File: config.mk
export PLATFORM = sky130hd
export DESIGN_NAME = flow_led_sequencer_flat
export DESIGN_NICKNAME = d
export VERILOG_FILES = /design/src/rtl/flow_led_sequencer_pkg.sv /design/src/rtl/flow_led_sequencer_if.sv /design/src/rtl/flow_led_sequencer_prescaler.sv /design/src/rtl/flow_led_sequencer.sv /design/src/flat_wrapper.sv
export SDC_FILE = /design/constraint.sdc
export NUM_CORES = 1
export LEC_CHECK = 0
export BUFFER_PORTS_ARGS = -buffer_cell sky130_fd_sc_hd__buf_4
export CAP_MARGIN = 10
export CORE_UTILIZATION = 48
export CTS_CLUSTER_DIAMETER = 150
export DETAILED_ROUTE_END_ITERATION = 8
export HOLD_SLACK_MARGIN = 0.12
export PLACE_DENSITY = 0.77
export SLEW_MARGIN = 20
export SYNTH_ARGS = -nofsm -noshare
export SYNTH_HDL_FRONTEND = slang
export SYNTH_HIERARCHICAL = 1
export SYNTH_SLANG_ARGS = --single-unit
File: constraint.sdc
create_clock -name clk -period 5.3 [get_ports clk]
set_clock_uncertainty 0.1 [all_clocks]
set_input_delay 0.53 -clock clk [delete_from_list [all_inputs] [get_ports clk]]
set_output_delay 0.53 -clock clk [all_outputs]
set_load 0.05 [all_outputs]
File: src/rtl/flow_led_sequencer_pkg.sv
// Shared encodings for the running-light sequencer: mode select and the two pattern FSMs.
package flow_pkg;

  typedef enum logic [1:0] {
    MODE_ROTATE = 2'b00,
    MODE_BAR    = 2'b01,
    MODE_BOUNCE = 2'b10,
    MODE_HOLD   = 2'b11
  } mode_e;

  typedef enum logic {
    FILL  = 1'b0,
    DRAIN = 1'b1
  } bar_st_e;

  typedef enum logic {
    FWD = 1'b0,
    BWD = 1'b1
  } bnc_st_e;

endpackage

File: src/rtl/flow_led_sequencer_if.sv
// Switch controls in, LED drive and step strobe out.
interface flow_led_sequencer_if #(
  parameter int N_LED = 8
);
  import flow_pkg::*;

  logic             en;
  logic             dir;
  mode_e            mode;
  logic [1:0]       speed;
  logic [N_LED-1:0] led;
  logic             step_o;

  modport master (output en, dir, mode, speed, input led, step_o);
  modport slave  (input en, dir, mode, speed, output led, step_o);
endinterface

File: src/rtl/flow_led_sequencer_prescaler.sv
// Step prescaler: tick fires combinationally on the terminal count, period BASE_DIV<<speed.
// clr restarts the count and suppresses the tick; en=0 freezes the count.
module flow_prescaler #(
  parameter int BASE_DIV = 50_000_000,
  parameter int DIV_W    = 32
) (
  input  logic       clk,
  input  logic       rst,
  input  logic       en,
  input  logic       clr,
  input  logic [1:0] speed,
  output logic       tick
);

  logic [DIV_W-1:0] cnt;
  logic [DIV_W-1:0] limit_m1;

  assign limit_m1 = (DIV_W'(BASE_DIV) << speed) - DIV_W'(1);
  // >= rather than == so a shorter period after a speed drop wraps at once
  assign tick     = en && !clr && (cnt >= limit_m1);

  always_ff @(posedge clk or posedge rst) begin
    if (rst) begin
      cnt <= '0;
    end else if (clr) begin
      cnt <= '0;
    end else if (en) begin
      cnt <= tick ? '0 : cnt + DIV_W'(1);
    end
  end

endmodule

File: src/rtl/flow_led_sequencer.sv
// Running-light pattern generator: ROTATE / BAR / BOUNCE / HOLD with a registered step strobe.
// A mode change reloads the pattern and restarts the prescaler, overriding any step that cycle.
module flow_led_sequencer
  import flow_pkg::*;
#(
  parameter int N_LED    = 8,
  parameter int BASE_DIV = 50_000_000,
  parameter int DIV_W    = 32
) (
  input logic                  clk,
  input logic                  rst,
  flow_led_sequencer_if.slave  bus
);

  localparam logic [N_LED-1:0] LED_LSB = N_LED'(1);
  localparam logic [N_LED-1:0] LED_MSB = LED_LSB << (N_LED - 1);

  mode_e            mode_q, mode_n;
  bar_st_e          bar_st, bar_n;
  bnc_st_e          bnc_st, bnc_n;
  logic [N_LED-1:0] led_q, led_n;
  logic             step_q, step_n;
  logic             reload;
  logic             tick;

  assign reload = (bus.mode != mode_q);

  flow_prescaler #(
    .BASE_DIV (BASE_DIV),
    .DIV_W    (DIV_W)
  ) u_prescaler (
    .clk   (clk),
    .rst   (rst),
    .en    (bus.en),
    .clr   (reload),
    .speed (bus.speed),
    .tick  (tick)
  );

  always_ff @(posedge clk or posedge rst) begin
    if (rst) begin
      mode_q <= MODE_ROTATE;
      bar_st <= FILL;
      bnc_st <= FWD;
      led_q  <= LED_LSB;
      step_q <= 1'b0;
    end else begin
      mode_q <= mode_n;
      bar_st <= bar_n;
      bnc_st <= bnc_n;
      led_q  <= led_n;
      step_q <= step_n;
    end
  end

  always_comb begin
    mode_n = mode_q;
    bar_n  = bar_st;
    bnc_n  = bnc_st;
    led_n  = led_q;
    step_n = 1'b0;
    if (reload) begin
      mode_n = bus.mode;
      case (bus.mode)
        MODE_ROTATE, MODE_BOUNCE: begin
          led_n = bus.dir ? LED_MSB : LED_LSB;
          bnc_n = bus.dir ? BWD : FWD;
        end
        MODE_BAR: begin
          led_n = '0;
          bar_n = FILL;
        end
        MODE_HOLD: ;
      endcase
    end else if (tick) begin
      step_n = 1'b1;
      case (mode_q)
        MODE_ROTATE: begin
          led_n = bus.dir ? {led_q[0], led_q[N_LED-1:1]}
                          : {led_q[N_LED-2:0], led_q[N_LED-1]};
        end
        MODE_BAR: begin
          if (bar_st == FILL) begin
            led_n = bus.dir ? {1'b1, led_q[N_LED-1:1]} : {led_q[N_LED-2:0], 1'b1};
            if (&led_n) bar_n = DRAIN;
          end else begin
            led_n = bus.dir ? {1'b0, led_q[N_LED-1:1]} : {led_q[N_LED-2:0], 1'b0};
            if (led_n == '0) bar_n = FILL;
          end
        end
        MODE_BOUNCE: begin
          // direction comes from the FSM; dir only seeds it at reload
          if (bnc_st == FWD) begin
            led_n = led_q << 1;
            if (led_n[N_LED-1]) bnc_n = BWD;
          end else begin
            led_n = led_q >> 1;
            if (led_n[0]) bnc_n = FWD;
          end
        end
        MODE_HOLD: ;
      endcase
    end
  end

  assign bus.led    = led_q;
  assign bus.step_o = step_q;

endmodule

File: src/flat_wrapper.sv
// flat-port wrapper written by rule: the top's interface ports become plain ports
module flow_led_sequencer_flat import flow_pkg::*;
#(
  parameter int N_LED    = 8,
  parameter int BASE_DIV = 50_000_000,
  parameter int DIV_W    = 32
)
  (clk, rst, bus_en, bus_dir, bus_mode, bus_speed, bus_led, bus_step_o);
  flow_led_sequencer_if #(.N_LED(N_LED)) bus_i ();
  input logic clk;
  input logic rst;
  input wire logic [$bits(bus_i.en)-1:0] bus_en;
  input wire logic [$bits(bus_i.dir)-1:0] bus_dir;
  input wire logic [$bits(bus_i.mode)-1:0] bus_mode;
  input wire logic [$bits(bus_i.speed)-1:0] bus_speed;
  output wire logic [$bits(bus_i.led)-1:0] bus_led;
  output wire logic [$bits(bus_i.step_o)-1:0] bus_step_o;
  assign bus_i.en = bus_en;
  assign bus_i.dir = bus_dir;
  assign bus_i.mode = bus_mode;
  assign bus_i.speed = bus_speed;
  assign bus_led = bus_i.led;
  assign bus_step_o = bus_i.step_o;
  flow_led_sequencer #(.N_LED(N_LED), .BASE_DIV(BASE_DIV), .DIV_W(DIV_W)) u_core (.clk(clk), .rst(rst), .bus(bus_i));
endmodule
Yosys cells after proc, flatten, opt, wreduce, memory -nomap -nowiden
Cells that the tools add are included.

Reductions and logical operators: 16. $lt $le $gt $ge: 1. Mux-type cells: 30. Add/sub/neg operators: 2. Shift-type cells: 1. Equal/unequal tests: 8.

Operators with widths (count): 32-bit two-way mux (3); 8-bit two-way mux (8); 32-bit by 1-bit adder with 32-bit output, second input constant (1); 32-bit >= comparator (1); 26-bit by 2-bit << shifter with 32-bit output, first input constant (1); 32-bit by 2-bit subtractor with 32-bit output, second input constant (1); 8-bit case mux with 3 select lines (1); 1-bit two-way mux (17); 8-bit case mux with 2 select lines (1); 3-bit AND reduction (3); 8-bit logical NOT (1); 8-bit AND reduction (1); 2-bit nonzero test (4); 2-bit by 1-bit == test with 1-bit output, second input constant (2); 2-bit == test, second input constant (2); 2-bit logical NOT (2); 2-bit by 1-bit != test with 1-bit output, second input constant (2); 4-bit nonzero test (1); 3-bit by 1-bit != test with 1-bit output, second input constant (1); 1-bit logical AND (2); 2-bit != test (1); 2-bit OR reduction (1); 1-bit logical NOT (1).

Output and inout bits: 9. Register bits: 45.

Longest topological paths before layout
Depth in word-level cells: 7. Mapped depth: 15. Depth with buffers taken out: 15.

Hierarchy
The synthesis kept the hierarchy.

By module, submodules not included: flow_prescaler (area an instance 2407.3 um2, cells an instance 309, instances 1, sequential area each 800.8 um2); flow_led_sequencer (area an instance 849.6 um2, cells an instance 90, instances 1, sequential area each 326.6 um2).

Least setup slack after synthesis
No wires, ideal clock.

Path kind: in2reg. From: input bus_speed[0]. To: register u_core.led_q[7] (netlist: u_core/bus.led[7]). Setup slack: 2.174 ns. Data arrival time: 2.889 ns. Required time: 5.063 ns. Cell stages on the path: 14. Cell sequence: nor2_1 inv_1 ha_1 ha_1 nand4_1 nor2_1 o2111ai_1 o211ai_1 a21oi_1 nor3_1 o31a_2 nand3_1 a221oi_1 a31oi_1.

Cells in the longest elaborated chain, start to end: 6.

Ends and longest elaborated chain: from (decl) (RTL line flat_wrapper.sv:15) `input wire logic [$bits(bus_i.speed)-1:0] bus_speed;`; 26-bit by 2-bit << shifter with 32-bit output (RTL line flow_led_sequencer_prescaler.sv:18) `assign limit_m1 = (DIV_W'(BASE_DIV) << speed) - DIV_W'(1);`; 32-bit by 2-bit subtractor with 32-bit output (RTL line flow_led_sequencer_prescaler.sv:18); 32-bit >= comparator (RTL line flow_led_sequencer_prescaler.sv:20) `assign tick = en && !clr && (cnt >= limit_m1);`; 1-bit logical AND (RTL line flow_led_sequencer_prescaler.sv:20); net u_core.tick (RTL line flow_led_sequencer.sv:24) `logic tick;`; 2-bit nonzero test (no line); 3-bit AND reduction (no line); to (signal assigned) (RTL line flow_led_sequencer.sv:51) `led_q <= led_n;`; to (decl) (RTL line flow_led_sequencer.sv:21) `logic [N_LED-1:0] led_q, led_n;`.

The timed path passes the listed nets, and every way through them passes these cells. A chain may end at the register's enable or synchronous reset.

Final worst setup path
Ends and elaborated chain as after synthesis.

==> out/results.ini <==
[clock_tree]
cts.repair.resized=0
holdBufCountCts=0
cts.sinks=45
cts.htree.levels=2
clk_latency_ns=0.30
cts_max_path_buffers=2
clkTransAtPathRegs_ns=0.09
cts_inserted_buffers=5
clockRootBuffer=clkbuf_8
post_cts.repair.setup_buffers=0
cts_tree=built

[detailed_routing]
ant_nets=0
drt_first_pass_iters=8
wire_per_inst_um=16.0
drc_errors=2
first_iter_violations=180
routed-wl-met3_um=336
routed_via_density=6.17
routed_wl_um=7830
drt-met1-wl_um=3680
vias=3021
highest_layer=met4
wl_met2_um=3780

[final_layout]
fin_area_um2=3570
insertedDiodeCount=0
final_util_pct=55.2
areaGrowthSynthToFinish_pct=9.53
final_cell_count_no_fill=490
drive_above_1_share_pct=9.44
nNetsFinal=446

[die]
dieWidth_um=84.4
core_um2=6460
rows=29
die-height_um=84.4
die-area_um2=7120
ios=17
start_util_pct=50.4

[critical_path]
cp_slowest_stage_delay_ns=0.44
cpMaxStageDelayCell=nor3_1
cp_cell_sequence=buf_4, nor2_1, inv_1, ha_1, ha_1, a21oi_1, o21ai_0, a221oi_1, o211ai_1, a21oi_1, nor3_1, o31a_2, nand3_1, a221oi_1, a31oi_1
worstSetupPathType=input pin to flip-flop
arrival_ns=3.85
cp-end-kind=flip-flop
cp-start-kind=input pin
crit_fanout=8
required_ns=5.37

[place]
preCtsSetupSlack_ns=1.28
portBuffers=16
placedCellCount=482
dp_hpwl_um=5700
gp_congestion=0.925
place_area_um2=3450

[synthesis]
synth_top_cell_by_area=dfrtp_1
synthFlopType=dfrtp_1
synth_top_area_share_pct=33.8
synth_area_leaders=dfrtp_1 34%, nand3_1 11%, ha_1 10%, nand2_1 5.9%, or3_1 4.4%
syn-mean-instance-area_um2=8.16
async_flop_share_pct=100
synth.distinct_cells=53
yosysWarnings=6
ys_seq_elements=45
synth-edff-count=0
syn_area_um2=3260
ys_seq_area_share_pct=34.6
syn-instance-count=399

[run]
max_cap_viol_count=0

[global_route]
first_global_vias=2858
grt_antenna_before_repair=0
grt_pass1_wl_um=13800
grt_max_degree=33
grt_usage_pct=23.9
globalRouteOverflowTotal=0

[sta]
final.setup.worst_slack_ns=1.51
fin_crit_sh_pct=71.5
rsz0062_at_grt=false
fmax_ghz=0.264
tns_ns=0
hold_viol_final=0
setup-violations-final=0
min_period_ns=3.79
final_max_slew_viol_count=0
worst_slew_pin_slew_ns=0.773
hold_slack_ns=0.164
relSlewSlack_pct=48.4

[power_and_ir_drop]
total_power_mw=0.729
ir_worst_vdd_mv=0.140
powerDensity_nw_per_um2=204
p_leak_nw=1.55

[worst_hold_path]
hp-class=input pin to async pin

[run_status]
violations=DRC
outcome=finished with violations

-- power breakdown --
group          internal [mW]  switching, mW
combinational         0.0348         0.0772
sequential             0.349        0.00667
clock                  0.142          0.120
-- cell usage in the layout, fill, tap and decap left out, types with 2 or more instances in the layout --
cell       synthesis  layout
nand3_1           70      70
nand2_1           51      51
dfrtp_1           44      44
ha_1              26      26
or3_1             23      23
nor2_1            22      21
buf_4              1      18
a21oi_1           18      18
inv_1             17      17
nand4_1           12      12
a22oi_1            8       8
o21ai_0            7       7
o2bb2ai_1          6       6
and3_1             6       6
conb_1             2       6
clkbuf_8           0       5
nor3_1             5       5
xnor2_1            4       4
nor2b_1            4       4
o211ai_1           4       4
mux2i_1            4       4
and2_1             3       3
a31oi_1            3       3
or4_1              3       3
nor4_1             3       3
o311ai_1           3       3
and2_4             2       2
a211oi_1           3       2
o32ai_1            2       2
nand2b_1           2       2
a221oi_1           2       2
o22ai_1            2       2
nand3b_1           2       2
o21ai_1            2       2
-- cells in the mapped netlist (all sizes together), types with 5 or more instances --
library cell  number
a21oi             18
a22oi              8
and2               5
and3               7
clkbuf            12
dfrtp             44
ha                26
inv               19
nand2             51
nand3             70
nand4             12
nor2              22
nor3               5
o21ai             10
o2bb2ai            6
or3               23
-- sequential cells by signal (all words and copies together) (netlist names) --
signal and flops:
u_core/mode_q 2, u_core/u_prescaler/cnt 32, u_core/bnc_st 1, u_core/bus.step_o 1, u_core/bar_st 1, u_core/bus.led 8
-- layout make-up --
cell class / count / area (µm²)
Fill cell: 610 / 2890
Multi-Input combinational cell: 323 / 2020
Sequential cell: 45 / 1130
Timing Repair Buffer: 18 / 135
Tap cell: 77 / 96.3
Inverter: 19 / 73.8
Clock buffer: 6 / 72.6
Clock inverter: 2 / 38.8
-- layer usage --
layer / up-vias / GRT usage (%)
li1: 1492 / -
met1: 1456 / 32.4
met2: 71 / 40.2
met3: 2 / 3.64
met4: 0 / 6.16
met5: - / 0
-- critical path, delay by kind of cell --
kind	cells	cell delay (ns)
buffers and inverters	2	0.22
AOI/OAI and AO/OA	8	1.65
and+or+nand+nor	3	1.02
adders and majority gates	2	0.45
-- final timing paths --
path                                            startpoint                          to  slack [ns]  cells past startpoint
worst max-delay path                          bus_speed[0]           u_core/bus.led[7]        1.51                     15
worst min-delay path                                   rst           u_core/bus.led[3]        0.16                      2
worst max register to register  u_core/u_prescaler/cnt[20]           u_core/bus.led[7]        1.88                     11
worst min register to register   u_core/u_prescaler/cnt[2]   u_core/u_prescaler/cnt[2]        0.45                      1
max in group asynchronous                              rst  u_core/u_prescaler/cnt[17]        4.57                      3
min in group clk                               bus_mode[1]            u_core/mode_q[1]        0.29                      1
-- cells by family after synthesis --
family	synth area share (%)
other	0.231
flip-flops	34.6
buffers and inverters	4.34
AND/OR/NAND/NOR	33.2
AO/OA/AOI/OAI	15.0
multiplexers	1.23
adder cells (fa/ha/maj)	10.3
XOR/XNOR	1.08
(Power assumes the default switching activity.)
